==> src/rtl/mips_ctrl_pkg.sv <==
// Shared encodings for the multicycle MIPS control path: FSM states, opcodes,
// mux selects and the packed strobe bundle.
package mips_ctrl_pkg;

  typedef enum logic [3:0] {
    ST_FETCH    = 4'd0,
    ST_DECODE   = 4'd1,
    ST_MEMADR   = 4'd2,
    ST_MEMRD    = 4'd3,
    ST_MEMWB    = 4'd4,
    ST_MEMWR    = 4'd5,
    ST_EXEC     = 4'd6,
    ST_RTYPE_WB = 4'd7,
    ST_BEQ      = 4'd8,
    ST_JUMP     = 4'd9,
    ST_ADDI_EX  = 4'd10,
    ST_ADDI_WB  = 4'd11,
    ST_TRAP     = 4'd12
  } state_e;

  localparam logic [5:0] OP_RTYPE = 6'h00;
  localparam logic [5:0] OP_LW    = 6'h23;
  localparam logic [5:0] OP_SW    = 6'h2B;
  localparam logic [5:0] OP_BEQ   = 6'h04;
  localparam logic [5:0] OP_J     = 6'h02;
  localparam logic [5:0] OP_ADDI  = 6'h08;

  localparam logic [1:0] ALUOP_ADD   = 2'd0;
  localparam logic [1:0] ALUOP_SUB   = 2'd1;
  localparam logic [1:0] ALUOP_FUNCT = 2'd2;

  localparam logic [1:0] PCSRC_ALU    = 2'd0;
  localparam logic [1:0] PCSRC_ALUOUT = 2'd1;
  localparam logic [1:0] PCSRC_JUMP   = 2'd2;
  localparam logic [1:0] PCSRC_TRAP   = 2'd3;

  localparam logic [1:0] ALUB_REG     = 2'd0;
  localparam logic [1:0] ALUB_FOUR    = 2'd1;
  localparam logic [1:0] ALUB_IMM     = 2'd2;
  localparam logic [1:0] ALUB_IMM_SL2 = 2'd3;

  typedef struct packed {
    logic       iord;
    logic       mem_read;
    logic       mem_write;
    logic       ir_write;
    logic       pc_write;
    logic       pc_write_cond;
    logic [1:0] pc_source;
    logic       alu_src_a;
    logic [1:0] alu_src_b;
    logic [1:0] alu_op;
    logic       reg_dst;
    logic       reg_write;
    logic       mem_to_reg;
    logic       illegal;
  } ctrl_t;

  // States that wait on the memory handshake.
  function automatic logic is_wait_state(state_e s);
    return (s == ST_FETCH) || (s == ST_MEMRD) || (s == ST_MEMWR);
  endfunction

endpackage

==> src/rtl/mips_ctrl_decode.sv <==
// State -> strobe table, purely combinational; mem_done only qualifies the
// FETCH-cycle IR/PC loads.
module mips_ctrl_decode
  import mips_ctrl_pkg::*;
(
  input  state_e state,
  input  logic   mem_done,
  output ctrl_t  ctrl
);

  always_comb begin
    ctrl = '0;
    case (state)
      ST_FETCH: begin
        ctrl.mem_read  = 1'b1;
        ctrl.alu_src_b = ALUB_FOUR;
        ctrl.ir_write  = mem_done;
        ctrl.pc_write  = mem_done;
      end
      ST_DECODE: ctrl.alu_src_b = ALUB_IMM_SL2;
      ST_MEMADR: begin
        ctrl.alu_src_a = 1'b1;
        ctrl.alu_src_b = ALUB_IMM;
      end
      ST_MEMRD: begin
        ctrl.iord     = 1'b1;
        ctrl.mem_read = 1'b1;
      end
      ST_MEMWB: begin
        ctrl.reg_write  = 1'b1;
        ctrl.mem_to_reg = 1'b1;
      end
      ST_MEMWR: begin
        ctrl.iord      = 1'b1;
        ctrl.mem_write = 1'b1;
      end
      ST_EXEC: begin
        ctrl.alu_src_a = 1'b1;
        ctrl.alu_src_b = ALUB_REG;
        ctrl.alu_op    = ALUOP_FUNCT;
      end
      ST_RTYPE_WB: begin
        ctrl.reg_write = 1'b1;
        ctrl.reg_dst   = 1'b1;
      end
      ST_BEQ: begin
        ctrl.alu_src_a     = 1'b1;
        ctrl.alu_op        = ALUOP_SUB;
        ctrl.pc_write_cond = 1'b1;
        ctrl.pc_source     = PCSRC_ALUOUT;
      end
      ST_JUMP: begin
        ctrl.pc_write  = 1'b1;
        ctrl.pc_source = PCSRC_JUMP;
      end
      ST_ADDI_EX: begin
        ctrl.alu_src_a = 1'b1;
        ctrl.alu_src_b = ALUB_IMM;
      end
      ST_ADDI_WB: ctrl.reg_write = 1'b1;
      ST_TRAP: begin
        ctrl.illegal   = 1'b1;
        ctrl.pc_write  = 1'b1;
        ctrl.pc_source = PCSRC_TRAP;
      end
      default: ctrl = '0;
    endcase
  end

endmodule

==> src/rtl/mips_multicycle_ctrl.sv <==
// Main multicycle MIPS control FSM; Moore strobes, FETCH/MEMRD/MEMWR stretch on mem_ready=0.
// Define MIPS_CTRL_PERF_EN to add the instr_cnt/stall_cnt performance counters.
module mips_multicycle_ctrl
  import mips_ctrl_pkg::*;
#(
  parameter int          CNTW    = 32,
  parameter logic [15:0] ILL_VEC = 16'h0000
) (
  input  logic        clk,
  input  logic        rst,
  input  logic [5:0]  Opcode,
  input  logic [5:0]  Funct,
  input  logic        mem_ready,
  output logic        IorD,
  output logic        MemRead,
  output logic        MemWrite,
  output logic        IRWrite,
  output logic        PCWrite,
  output logic        PCWriteCond,
  output logic [1:0]  PCSource,
  output logic        ALUSrcA,
  output logic [1:0]  ALUSrcB,
  output logic [1:0]  ALUOp,
  output logic        RegDst,
  output logic        RegWrite,
  output logic        MemtoReg,
  output logic        illegal,
  output logic [15:0] trap_pc,
  output logic [3:0]  state_o
`ifdef MIPS_CTRL_PERF_EN
  ,
  output logic [CNTW-1:0] instr_cnt,
  output logic [CNTW-1:0] stall_cnt
`endif
);

  state_e state_q, state_d;
  ctrl_t  ctrl;
  logic   mem_ok;
  logic   unused_funct;

  // Funct goes straight to the ALU decode; the FSM has no use for it.
  assign unused_funct = ^Funct;

  // Holding reset masks the handshake so no FETCH write strobe leaks out.
  assign mem_ok = mem_ready & rst;

  always_ff @(posedge clk or negedge rst) begin
    if (!rst) state_q <= ST_FETCH;
    else      state_q <= state_d;
  end

  always_comb begin
    state_d = ST_FETCH;
    case (state_q)
      ST_FETCH:  state_d = mem_ok ? ST_DECODE : ST_FETCH;
      ST_DECODE: begin
        case (Opcode)
          OP_LW, OP_SW: state_d = ST_MEMADR;
          OP_RTYPE:     state_d = ST_EXEC;
          OP_BEQ:       state_d = ST_BEQ;
          OP_J:         state_d = ST_JUMP;
          OP_ADDI:      state_d = ST_ADDI_EX;
          default:      state_d = ST_TRAP;
        endcase
      end
      ST_MEMADR:  state_d = (Opcode == OP_SW) ? ST_MEMWR : ST_MEMRD;
      ST_MEMRD:   state_d = mem_ok ? ST_MEMWB : ST_MEMRD;
      ST_MEMWR:   state_d = mem_ok ? ST_FETCH : ST_MEMWR;
      ST_EXEC:    state_d = ST_RTYPE_WB;
      ST_ADDI_EX: state_d = ST_ADDI_WB;
      default:    state_d = ST_FETCH;
    endcase
  end

  mips_ctrl_decode u_decode (
    .state    (state_q),
    .mem_done (mem_ok),
    .ctrl     (ctrl)
  );

  assign IorD        = ctrl.iord;
  assign MemRead     = ctrl.mem_read;
  assign MemWrite    = ctrl.mem_write;
  assign IRWrite     = ctrl.ir_write;
  assign PCWrite     = ctrl.pc_write;
  assign PCWriteCond = ctrl.pc_write_cond;
  assign PCSource    = ctrl.pc_source;
  assign ALUSrcA     = ctrl.alu_src_a;
  assign ALUSrcB     = ctrl.alu_src_b;
  assign ALUOp       = ctrl.alu_op;
  assign RegDst      = ctrl.reg_dst;
  assign RegWrite    = ctrl.reg_write;
  assign MemtoReg    = ctrl.mem_to_reg;
  assign illegal     = ctrl.illegal;
  assign trap_pc     = ILL_VEC;
  assign state_o     = state_q;

`ifdef MIPS_CTRL_PERF_EN
  logic [CNTW-1:0] instr_cnt_q, instr_cnt_d;
  logic [CNTW-1:0] stall_cnt_q, stall_cnt_d;
  logic            instr_inc, stall_inc;

  always_comb begin
    instr_inc   = (state_q != ST_FETCH) && (state_d == ST_FETCH);
    stall_inc   = is_wait_state(state_q) && !mem_ready;
    instr_cnt_d = instr_cnt_q + CNTW'(instr_inc);
    stall_cnt_d = stall_cnt_q + CNTW'(stall_inc);
  end

  always_ff @(posedge clk or negedge rst) begin
    if (!rst) begin
      instr_cnt_q <= '0;
      stall_cnt_q <= '0;
    end else begin
      instr_cnt_q <= instr_cnt_d;
      stall_cnt_q <= stall_cnt_d;
    end
  end

  assign instr_cnt = instr_cnt_q;
  assign stall_cnt = stall_cnt_q;
`endif

endmodule

==> config.mk <==
export PLATFORM = sky130hd
export DESIGN_NAME = mips_multicycle_ctrl
export DESIGN_NICKNAME = d
export VERILOG_FILES = /design/src/rtl/mips_ctrl_pkg.sv /design/src/rtl/mips_ctrl_decode.sv /design/src/rtl/mips_multicycle_ctrl.sv
export SDC_FILE = /design/constraint.sdc
export NUM_CORES = 1
export LEC_CHECK = 0
export BUFFER_PORTS_ARGS = -buffer_cell sky130_fd_sc_hd__buf_2
export CAP_MARGIN = 20
export CORE_MARGIN = 2
export CORE_UTILIZATION = 35
export DETAILED_ROUTE_END_ITERATION = 8
export PLACE_DENSITY = 0.84
export REMOVE_ABC_BUFFERS = 1
export SLEW_MARGIN = 20
export SYNTH_ARGS = -nofsm -noshare
export SYNTH_HDL_FRONTEND = slang
export SYNTH_HIERARCHICAL = 1
export SYNTH_SLANG_ARGS = --single-unit
==> constraint.sdc <==
create_clock -name clk -period 1.3 [get_ports clk]
set_input_delay 0.13 -clock clk [delete_from_list [all_inputs] [get_ports clk]]
set_output_delay 0.13 -clock clk [all_outputs]
set_load 0.01 [all_outputs]
== Word-level counts from Yosys, hierarchy flattened ==
Index checks and enable logic that the tools add are counted.

* Eq/ne operators: 17
* Multiplexer cells: 20
* Bitwise logic cells: 1
* Reductions and logical operators: 9

{| class="wikitable"
|+ Operators by type and width
! cell !! number
|-
| case mux 4 bit (7 select lines) || 1
|-
| == test 4 bit (second input constant) || 5
|-
| case mux 4 bit (5 select lines) || 1
|-
| == test 4 x 3 -> 1 bit (second input constant) || 4
|-
| == test 6 bit (second input constant) || 2
|-
| case mux 2 bit (3 select lines) || 2
|-
| 2-to-1 mux 1 bit || 11
|-
| OR reduction 2 bit || 5
|-
| 2-to-1 mux 3 bit || 3
|-
| == test 4 x 2 -> 1 bit (second input constant) || 2
|-
| == test 6 x 2 -> 1 bit (second input constant) || 1
|-
| == test 6 x 3 -> 1 bit (second input constant) || 1
|-
| == test 6 x 4 -> 1 bit (second input constant) || 1
|-
| logical NOT 6 bit || 1
|-
| == test 4 x 1 -> 1 bit (second input constant) || 1
|-
| logical NOT 4 bit || 1
|-
| case mux 2 bit (2 select lines) || 1
|-
| OR reduction 4 bit || 1
|-
| OR reduction 3 bit || 1
|-
| case mux 1 bit (2 select lines) || 1
|-
| AND 1 bit || 1
|}

* Register bits after elaboration: 4
* Bits of input ports: 15
* Output and inout bits: 37
* Word-level logic and storage cells: 48

== Depth between registers and ports, before layout ==
Gate-level depths: netlist (run 1).

* Depth after elaboration: 4
* Mapped depth: 5
* Depth with buffers taken out: 4

== Hierarchy ==
The synthesis (run 1) kept the hierarchy.

{| class="wikitable"
|+ By module, submodules not included
! module !! instances !! cells each !! area each (um^2) !! seq. area each (um^2)
|-
| mips_multicycle_ctrl || 1 || 62 || 491.7 || 100.1
|-
| mips_ctrl_decode || 1 || 34 || 214.0 || 0.0
|}

== Least setup slack after synthesis (run 1) ==
Ideal clock, no wire load.

* Path type: register -> output
* Start: register state_q[0] (netlist: state_o[0])
* End: output PCWriteCond
* Arrival time: 1.529 ns
* Required time: 1.170 ns
* Slack: -0.359 ns
* Stages on the path, launching flop included: 5
* Buffers on the path: 2
* Cell sequence: dfrtp_1 > buf_2 > nor3b_1 > nor2b_1 > buf_4

* Cells in the longest elaborated chain, start to end: 2

{| class="wikitable"
|+ Ends and longest elaborated chain
! element !! line !! text
|-
| start: declaration || mips_multicycle_ctrl.sv:37 || <nowiki>state_e state_q, state_d;</nowiki>
|-
| start signal: assignment || mips_multicycle_ctrl.sv:50 || <nowiki>else state_q <= state_d;</nowiki>
|-
| == test 4 bit || mips_ctrl_decode.sv:13 || <nowiki>case (state)</nowiki>
|-
| 2-to-1 mux 1 bit || mips_ctrl_decode.sv:13 ||
|-
| end: declaration || mips_multicycle_ctrl.sv:19 || <nowiki>output logic PCWriteCond,</nowiki>
|}

No other way between the ends.

== Worst setup path in the final report (run 1) ==
* Start: register state_q[3] (netlist: state_o[3])
* End: output ALUSrcB[1]

* Cells in the longest elaborated chain, start to end: 3
* Elaborated cells between the ends (all ways): 6
* Those cells by class: 3 x eq/ne; 1 x mux; 2 x reduce/logical

{| class="wikitable"
|+ Ends and longest elaborated chain
! element !! line !! text
|-
| == test 4 x 2 -> 1 bit or == test 4 bit (tied branches) || mips_ctrl_decode.sv:13 ||
|-
| OR reduction 2 bit (no source line) || n/a ||
|-
| case mux 2 bit (3 select lines) * || mips_ctrl_decode.sv:13 ||
|-
| end: declaration || mips_multicycle_ctrl.sv:22 || <nowiki>output logic [1:0] ALUSrcB,</nowiki>
|}

Every way passes the cells marked *; elsewhere a longest branch is shown, timed or not.

==> flow_metrics.env, run 1 <==
export IMPL_clk_path_buf_depth=2
export IMPL_path_cells="buf_4 -> or3b_4 -> a21oi_4 -> buf_6"
export IMPL_tightest_slew_ps=641
export IMPL_ir_drop_v=0.00108
export IMPL_ys_flop_type="dfrtp_1"
export IMPL_maxSlewHeadroom_pct=56.9
export IMPL_pwr_density_cell_mw_per_mm2=2380
export IMPL_largest_reg_flops=4
export IMPL_whs_path_depth=3
export IMPL_fin_crit_ps=1620
export IMPL_startpoint_type="flop"
export IMPL_synth_most_common_cell="buf_4"
export IMPL_yosysWarnings=6
export IMPL_clk_latency_ps=240
export IMPL_grt_ovfl_total=0
export IMPL_slew_violations=0
export IMPL_die_area_mm2=0.00239
export IMPL_final_cells=175
export IMPL_ys_ff_latch=4
export IMPL_ant_nets=0
export IMPL_critical_path_class="flop to output pin"
export IMPL_cts_tree="done"
export IMPL_nFillCells=153
export IMPL_synth_distinct_cells=35
export IMPL_crit_path_max_fanout=3
export IMPL_ys_seq_area_share_pct=14.2
export IMPL_synthMuxAreaShare_pct=0
export IMPL_arrival_ps=1490
export IMPL_run_status="finished with violations"
export IMPL_root_buffer="clkbuf_4"
export IMPL_finalPower_mw=3.02
export IMPL_wl_um=2640
export IMPL_setup_viol=21
export IMPL_synthesis_area_um2=706
export IMPL_ys_top_cells_by_area="buf_4, dfrtp_1, a21oi_1"
export IMPL_synth_compound_area_share_pct=20.7
export IMPL_synth_top_area_share_pct=18.1
export IMPL_rsz0062_at_grt="true"
export IMPL_p_leak_nw=0.570
export IMPL_avgSynthCellArea_um2=7.35
export IMPL_num_io_pins=52
export IMPL_hpwl_um=1460
export IMPL_final_nets=165
export IMPL_die_h_um=48.9
export IMPL_area_delta_synth_final_pct=80.0
export IMPL_slowest_delay_ps=420
export IMPL_ys_top_cells_by_count="buf_4, nor2_1, a21oi_1, nand2_1"
export IMPL_viasPerCell=5.04
export IMPL_hold_viol=0
export IMPL_setup_slack_ps=-318
export IMPL_fp_dieW_um=48.9
export IMPL_grt_max_degree=14
export IMPL_drc=0
export IMPL_synth_top_family_by_area="simple AND/OR/NAND/NOR gates"
export IMPL_clkTransAtPathRegs_ps=40
export IMPL_start_util_pct=36.7
export IMPL_coreArea_mm2=0.00192
export IMPL_grt_pass1_vias=804
export IMPL_reg2reg_depth=5
export IMPL_syn_instance_count=96
export IMPL_port_buffers=29
export IMPL_required_ps=1170
export IMPL_synth_simple_area_share_pct=34.4
export IMPL_cp_slowest_cell="or3b_4"
export IMPL_clock_sinks=4
export IMPL_seq_area_um2=104
export IMPL_synth_fa_ha_area_share_pct=0
export IMPL_worst_setup_path_end_kind="output pin"
export IMPL_fin_skew_ps=3.34
export IMPL_drt_iter0_drc=20
export IMPL_synth_area_leader_cell="buf_4"
export IMPL_grt_pass1_wl_um=3480
export IMPL_multi_input_area_um2=658
export IMPL_grt_total_usage_pct=18.4
export IMPL_period_share_pct=124
export IMPL_h_tree_depth=1
export IMPL_place_congestion=0.753
export IMPL_dr_pass1_iters=4
export IMPL_antenna_found_initial=0
export IMPL_cap_violations=0
export IMPL_synth_edf_count=0
export IMPL_dp_cells=160
export IMPL_violations="negative setup slack"
export IMPL_async_flop_share_pct=100
export IMPL_wl_per_cell_um=15.1
export IMPL_whs_ps=245
export IMPL_timing_fmax_mhz=618
export IMPL_fin_setup_tns_ps=-3560
export IMPL_hold_path_class="primary input to flop"
export IMPL_drive_above_1_share_pct=62.2
export IMPL_vias=882
export IMPL_numCtsBuffers=3
export IMPL_synth_xor_area_share_pct=4.96
export IMPL_n_antenna_cell=0
export IMPL_rows=16
## layer usage
metal / part of all wire, % / global-route usage [%] / up-vias
li1: - / - / 419
met1: 38 / 18.5 / 418
met2: 55 / 37.9 / 43
met3: 5.6 / 1.53 / 2
met4: 0.72 / 7.14 / 0
met5: 0 / 0 / -
## critical path, delay by kind of cell (launching register included)
| kind | cells | cell delay (ps) |
|---|---|---|
| buffers and inverters | 2 | 270 |
| AO/OA/AOI/OAI | 1 | 160 |
| AND/OR/NAND/NOR | 1 | 420 |
| flip-flops | 1 | 390 |
## per-stage QoR
| stage | area (um2) | util, % | setup WS [ps] |
|---|---|---|---|
| floorplan | 592 | - | -311 |
| global placement | 891 | 46.4 | -85.4 |
| detailed placement | 891 | 46.4 | -108 |
| CTS | 1090 | 56.9 | -292 |
| global route | 1270 | 66.1 | -331 |
| finish | 1270 | 66.1 | -318 |
## kinds of logic after synthesis
group,Yosys count
flops,4
compound gates,20
simple gates,42
other cells,1
buf+inv,25
xor+xnor,4
## timing repair
action | CTS | global route
resized for setup | 28 | 32
buffers inserted | 7 | 7
pin swaps | 12 | 11
setup endpoints to repair | 20 | 21
endpoints found under the hold margin | 4 | 0
hold buffers | 1 | 0
## power by group
| part | internal [mW] | switching (mW) |
|---|---|---|
| clock network | 0.104 | 0.0562 |
| logic | 1.36 | 1.24 |
| registers | 0.184 | 0.0781 |
## layout by cell type, fill, tap and decap left out, types with 3 or more instances in the layout
cell / synthesis / layout
a21oi_1: 7 / 4
a311o_1: 3 / 3
buf_2: 4 / 23
buf_4: 17 / 15
buf_6: 2 / 17
clkbuf_4: 0 / 3
conb_1: 1 / 16
dfrtp_2: 0 / 3
nand2_1: 5 / 5
nand3_1: 4 / 3
nor2_1: 8 / 4
nor2_4: 0 / 3
nor3b_2: 0 / 3
## layout make-up
cell class | count | share of cell area [%]
multi-input cells | 82 | 51.8
inverters | 2 | 0.591
clock buffers | 3 | 1.77
repair buffers | 57 | 35.0
well taps | 27 | 2.66
flip-flops and latches | 4 | 8.18
## final timing paths
check,startpoint,endpoint,slack [ps]
max,state_o[3]$_DFF_PN0_,ALUSrcB[1],-320
max reg2reg,state_o[2]$_DFF_PN0_,state_o[1]$_DFF_PN0_,-230
min,Opcode[3],state_o[2]$_DFF_PN0_,250
min reg2reg,state_o[0]$_DFF_PN0_,state_o[3]$_DFF_PN0_,690
max in group asynchronous,rst,state_o[2]$_DFF_PN0_,740
min in group asynchronous,rst,state_o[1]$_DFF_PN0_,360
Power figures use the tool's default switching activity.
==> inputs of run 2 (changes only) <==
--- a/config.mk
+++ b/config.mk
@@ -10,7 +10,7 @@
 export CORE_MARGIN = 2
 export CORE_UTILIZATION = 35
 export DETAILED_ROUTE_END_ITERATION = 8
-export PLACE_DENSITY = 0.84
+export PLACE_DENSITY = 0.79
 export REMOVE_ABC_BUFFERS = 1
 export SLEW_MARGIN = 20
 export SYNTH_ARGS = -nofsm -noshare
==> run 2 against run 1 <==
The flow still finishes with violations (negative setup slack). Register-to-register slack improved by 60 ps. Critical path depth is 1 lower. Utilization decreased by 6.1 points. Worst hold slack improved by 18 ps. Largest cell class unchanged. Highest routed layer unchanged.
==> flow_metrics.env, run 2 (synthesis results as in run 1) <==
export IMPL_finalPower_mw=2.59
export IMPL_crit_path_max_fanout=4
export IMPL_maxSlewHeadroom_pct=61.7
export IMPL_nFillCells=168
export IMPL_startpoint_type="flop"
export IMPL_whs_path_depth=3
export IMPL_critical_path_class="flop to output pin"
export IMPL_final_cells=172
export IMPL_ir_drop_v=0.00113
export IMPL_rr_startpoint="state_o[0]$_DFF_PN0_"
export IMPL_root_buffer="clkbuf_4"
export IMPL_n_antenna_cell=0
export IMPL_arrival_ps=1470
export IMPL_slew_violations=0
export IMPL_p_leak_nw=0.544
export IMPL_num_io_pins=52
export IMPL_viasPerCell=4.95
export IMPL_pwr_density_cell_mw_per_mm2=2250
export IMPL_setup_viol=20
export IMPL_fin_skew_ps=0.336
export IMPL_violations="negative setup slack"
export IMPL_hold_path_class="primary input to flop"
export IMPL_final_nets=162
export IMPL_port_buffers=29
export IMPL_dr_pass1_iters=4
export IMPL_grt_pass1_wl_um=3020
export IMPL_period_share_pct=123
export IMPL_reg2reg_depth=7
export IMPL_grt_pass1_vias=704
export IMPL_numCtsBuffers=3
export IMPL_fp_dieW_um=48.9
export IMPL_min_to="state_o[2]$_DFF_PN0_"
export IMPL_wl_per_cell_um=12.4
export IMPL_hold_viol=0
export IMPL_grt_total_usage_pct=15.4
export IMPL_reg2reg_setup_slack_ps=-170
export IMPL_hpwl_um=1320
export IMPL_slowest_delay_ps=520
export IMPL_path_cells="or3b_2 -> a21oi_1 -> buf_2"
export IMPL_die_h_um=48.9
export IMPL_utilization_pct=60.0
export IMPL_wl_um=2130
export IMPL_layout_commonest_cell="buf_2"
export IMPL_rows=16
export IMPL_setup_slack_ps=-297
export IMPL_cp_slowest_cell="or3b_2"
export IMPL_coreArea_mm2=0.00192
export IMPL_grt_ovfl_total=0
export IMPL_tightest_slew_ps=569
export IMPL_clkTransAtPathRegs_ps=30
export IMPL_clk_latency_ps=220
export IMPL_cts_tree="done"
export IMPL_clk_path_buf_depth=2
export IMPL_fin_crit_ps=1600
export IMPL_drt_iter0_drc=4
export IMPL_hp_start="Opcode[3]"
export IMPL_clock_sinks=4
export IMPL_final_cell_mix="buf_2, conb_1, buf_4"
export IMPL_timing_fmax_mhz=626
export IMPL_crit_start="state_o[1]$_DFF_PN0_"
export IMPL_drc=0
export IMPL_vias=851
export IMPL_dp_cells=158
export IMPL_required_ps=1170
export IMPL_cap_violations=0
export IMPL_h_tree_depth=1
export IMPL_ant_nets=0
export IMPL_drive_above_1_share_pct=55.2
export IMPL_area_delta_synth_final_pct=63.5
export IMPL_r2r_end="state_o[1]$_DFF_PN0_"
export IMPL_start_util_pct=36.7
export IMPL_antenna_found_initial=0
export IMPL_place_congestion=0.796
export IMPL_die_area_mm2=0.00239
export IMPL_worst_setup_path_end_kind="output pin"
export IMPL_grt_max_degree=14
export IMPL_rsz0062_at_grt="true"
export IMPL_run_status="finished with violations"
export IMPL_largest_reg_flops=4
==> run 2: metrics by stage <==
stage	instance area, um2	setup TNS [ps]	worst slack [ps]	hold slack, ps
2_1_floorplan	592	-1980	-311	-166
3_3_place_gp	876	-409	-84.0	31.0
3_5_place_dp	876	-808	-156	32.2
4_1_cts	997	-2690	-255	245
5_1_grt	1150	-4360	-367	268
6_report	1150	-3110	-297	264
==> run 2: power by group <==
group | switching [mW] | leakage [nW] | total, mW | internal, mW
logic | 1.07 | 0.478 | 2.21 | 1.14
registers | 0.0589 | 0.0519 | 0.239 | 0.180
clock network | 0.0410 | 0.0138 | 0.144 | 0.103
total | 1.17 | 0.544 | 2.59 | 1.42
==> run 2: layout make-up <==
cell class | instances | area (um2) | area share [%]
repair buffers | 54 | 379 | 32.9
inverters | 2 | 10.0 | 0.868
multi-input cells | 82 | 607 | 52.6
flip-flops and latches | 4 | 101 | 8.79
clock buffers | 3 | 22.5 | 1.95
well taps | 27 | 33.8 | 2.93
==> run 2: what timing repair did <==
action / CTS / global route
buffers inserted: 5 / 7
setup endpoints to repair: 21 / 20
pin swaps: 7 / 11
hold buffers: 1 / 0
resized for setup: 16 / 21
endpoints found under the hold margin: 4 / 0
==> run 2: how the worst max path moves through the flow <==
stage	to	slack (ps)	cells past startpoint
after floorplan	ALUOp[0]	-310	2
after global placement	MemRead	-80	4
after detailed placement	MemRead	-160	4
after CTS	PCWrite	-250	3
after global routing	PCWrite	-370	3
final	ALUSrcB[1]	-300	3
==> run 2: routing by layer <==
layer	vias up	track usage, %	share of wire [%]	routed length [um]
met5	-	0	0	0
met4	0	5.71	1.6	35
met3	4	1.84	7.8	165
met2	48	30.1	54	1140
met1	387	16.6	37	785
li1	412	-	-	-
==> run 2: critical path, delay by kind of cell, from the launching register on <==
family	cells	cell delay, ps
AND/OR/NAND/NOR	1	520
flip-flops	1	440
buffers and inverters	1	140
AO/OA/AOI/OAI	1	140
==> inputs of run 3 (changes only) <==
--- a/config.mk
+++ b/config.mk
@@ -10,7 +10,7 @@
 export CORE_MARGIN = 2
 export CORE_UTILIZATION = 35
 export DETAILED_ROUTE_END_ITERATION = 8
-export PLACE_DENSITY = 0.79
+export PLACE_DENSITY = 0.74
 export REMOVE_ABC_BUFFERS = 1
 export SLEW_MARGIN = 20
 export SYNTH_ARGS = -nofsm -noshare
==> run 3 against run 2 <==
The flow still finishes with violations (negative setup slack). Critical path depth unchanged. Die area unchanged. Via count rose by 4.6%. Sequential power grew 4%. Fmax is 1.0% higher. Routed wire length grew 12%. Register-to-register slack worse by 110 ps. Sequential cell count unchanged. First-iteration DRC count grew to 3.5 times the previous value. Combinational power grew 20%.
==> flow_metrics.env, run 3 (synthesis results as in run 1) <==
export IMPL_run_status="finished with violations"
export IMPL_violations="negative setup slack"
export IMPL_die_h_um=48.9
export IMPL_ir_drop_v=0.00120
export IMPL_final_nets=170
export IMPL_path_cells="or3b_4 -> a221oi_2 -> buf_2"
export IMPL_cp_slowest_cell="dfrtp_1"
export IMPL_numCtsBuffers=3
export IMPL_vias=890
export IMPL_setup_viol=21
export IMPL_cap_violations=0
export IMPL_cts_tree="done"
export IMPL_place_congestion=0.805
export IMPL_worst_setup_path_end_kind="output pin"
export IMPL_hpwl_um=1310
export IMPL_reg2reg_setup_slack_ps=-280
export IMPL_wl_um=2380
export IMPL_p_leak_nw=0.604
export IMPL_setup_slack_ps=-281
export IMPL_drt_iter0_drc=14
export IMPL_reg2reg_depth=5
export IMPL_grt_ovfl_total=0
export IMPL_layout_commonest_cell="buf_2"
export IMPL_fp_dieW_um=48.9
export IMPL_largest_reg_flops=4
export IMPL_crit_start="state_o[3]$_DFF_PN0_"
export IMPL_clock_sinks=4
export IMPL_maxSlewHeadroom_pct=61.9
export IMPL_slew_violations=0
export IMPL_final_cell_mix="buf_2, conb_1, buf_4"
export IMPL_root_buffer="clkbuf_4"
export IMPL_pwr_density_cell_mw_per_mm2=2310
export IMPL_num_io_pins=52
export IMPL_antenna_found_initial=0
export IMPL_final_cells=180
export IMPL_timing_fmax_mhz=633
export IMPL_clkTransAtPathRegs_ps=30
export IMPL_period_share_pct=122
export IMPL_h_tree_depth=1
export IMPL_wl_per_cell_um=13.2
export IMPL_clk_latency_ps=220
export IMPL_port_buffers=29
export IMPL_ant_nets=0
export IMPL_clk_path_buf_depth=2
export IMPL_n_antenna_cell=0
export IMPL_fin_setup_tns_ps=-3930
export IMPL_grt_max_degree=14
export IMPL_crit_end="PCWrite"
export IMPL_hold_path_class="primary input to flop"
export IMPL_crit_family="flip-flops"
export IMPL_grt_pass1_wl_um=3250
export IMPL_coreArea_mm2=0.00192
export IMPL_rows=16
export IMPL_arrival_ps=1450
export IMPL_worst_path_buf_inv=1
export IMPL_dp_cells=160
export IMPL_drc=0
export IMPL_grt_pass1_vias=747
export IMPL_die_area_mm2=0.00239
export IMPL_start_util_pct=36.7
export IMPL_fin_crit_ps=1580
export IMPL_viasPerCell=4.94
export IMPL_fin_skew_ps=0.156
export IMPL_crit_path_max_fanout=3
export IMPL_rr_startpoint="state_o[2]$_DFF_PN0_"
export IMPL_area_delta_synth_final_pct=86.3
export IMPL_hp_start="Opcode[3]"
export IMPL_rsz0062_at_grt="true"
export IMPL_path_depth=3
export IMPL_critical_path_class="flop to output pin"
export IMPL_required_ps=1170
export IMPL_hold_viol=0
export IMPL_dr_pass1_iters=3
export IMPL_grt_total_usage_pct=16.6
export IMPL_slowest_delay_ps=410
export IMPL_r2r_end="state_o[1]$_DFF_PN0_"
export IMPL_drive_above_1_share_pct=64.7
export IMPL_tightest_slew_ps=566
export IMPL_startpoint_type="flop"
-- run 3: worst min path at each step --
stage / slack [ps] / cells past startpoint / to
after CTS: 270 / 3 / state_o[2]$_DFF_PN0_
after global placement: 30 / 2 / state_o[3]$_DFF_PN0_
after floorplan: -170 / 0 / state_o[0]$_DFF_PN0_
final: 270 / 3 / state_o[2]$_DFF_PN0_
after detailed placement: 30 / 2 / state_o[3]$_DFF_PN0_
after global routing: 290 / 3 / state_o[2]$_DFF_PN0_
-- run 3: power breakdown --
part	switching, mW	internal, mW
clock	0.0404	0.103
combinational	1.22	1.43
sequential	0.0661	0.182
-- run 3: what timing repair did --
action                                 4_1_cts  5_1_grt
pin swaps                                   12       14
setup endpoints to repair                   21       21
cloned                                       0        1
setup buffers                               10        8
hold buffers                                 1        0
endpoints found under the hold margin        4        0
gates resized for setup                     32       31
-- run 3: metrics by stage --
step           setup slack, ps  cell area [um2]  hold WS, ps  total power, mW  util [%]
5_1_grt                   -333             1320          289             3.22      68.4
3_5_place_dp              -101              891         30.3             1.79      46.4
6_report                  -281             1320          274             3.04      68.4
3_3_place_gp             -75.3              891         30.1             1.74      46.4
4_1_cts                   -274             1130          270             2.49      58.7
2_1_floorplan             -311              592         -166             1.10         -
-- run 3: cell type report --
class	instances	area, um2
Timing Repair Buffer	62	489
Multi-Input combinational cell	82	657
Sequential cell	4	103
Fill cell	145	607
Tap cell	27	33.8
Inverter	2	10.0
Clock buffer	3	22.5
-- run 3: worst reg2reg max path, cell delays in order (launching register included) --
cell and delay [ps]:
dfrtp_1 390, buf_4 140, buf_6 110, nor2b_4 110, o311a_1 350, a311o_1 340
-- run 3: per-layer routing --
metal / global-route usage [%] / wire length [um] / vias up / part of all wire (%)
met2: 32.9 / 1310 / 39 / 55
li1: - / - / 427 / -
met1: 17.8 / 916 / 422 / 39
met3: 1.23 / 125 / 2 / 5.3
met5: 0 / 0 / - / 0
met4: 7.14 / 22 / 0 / 0.93
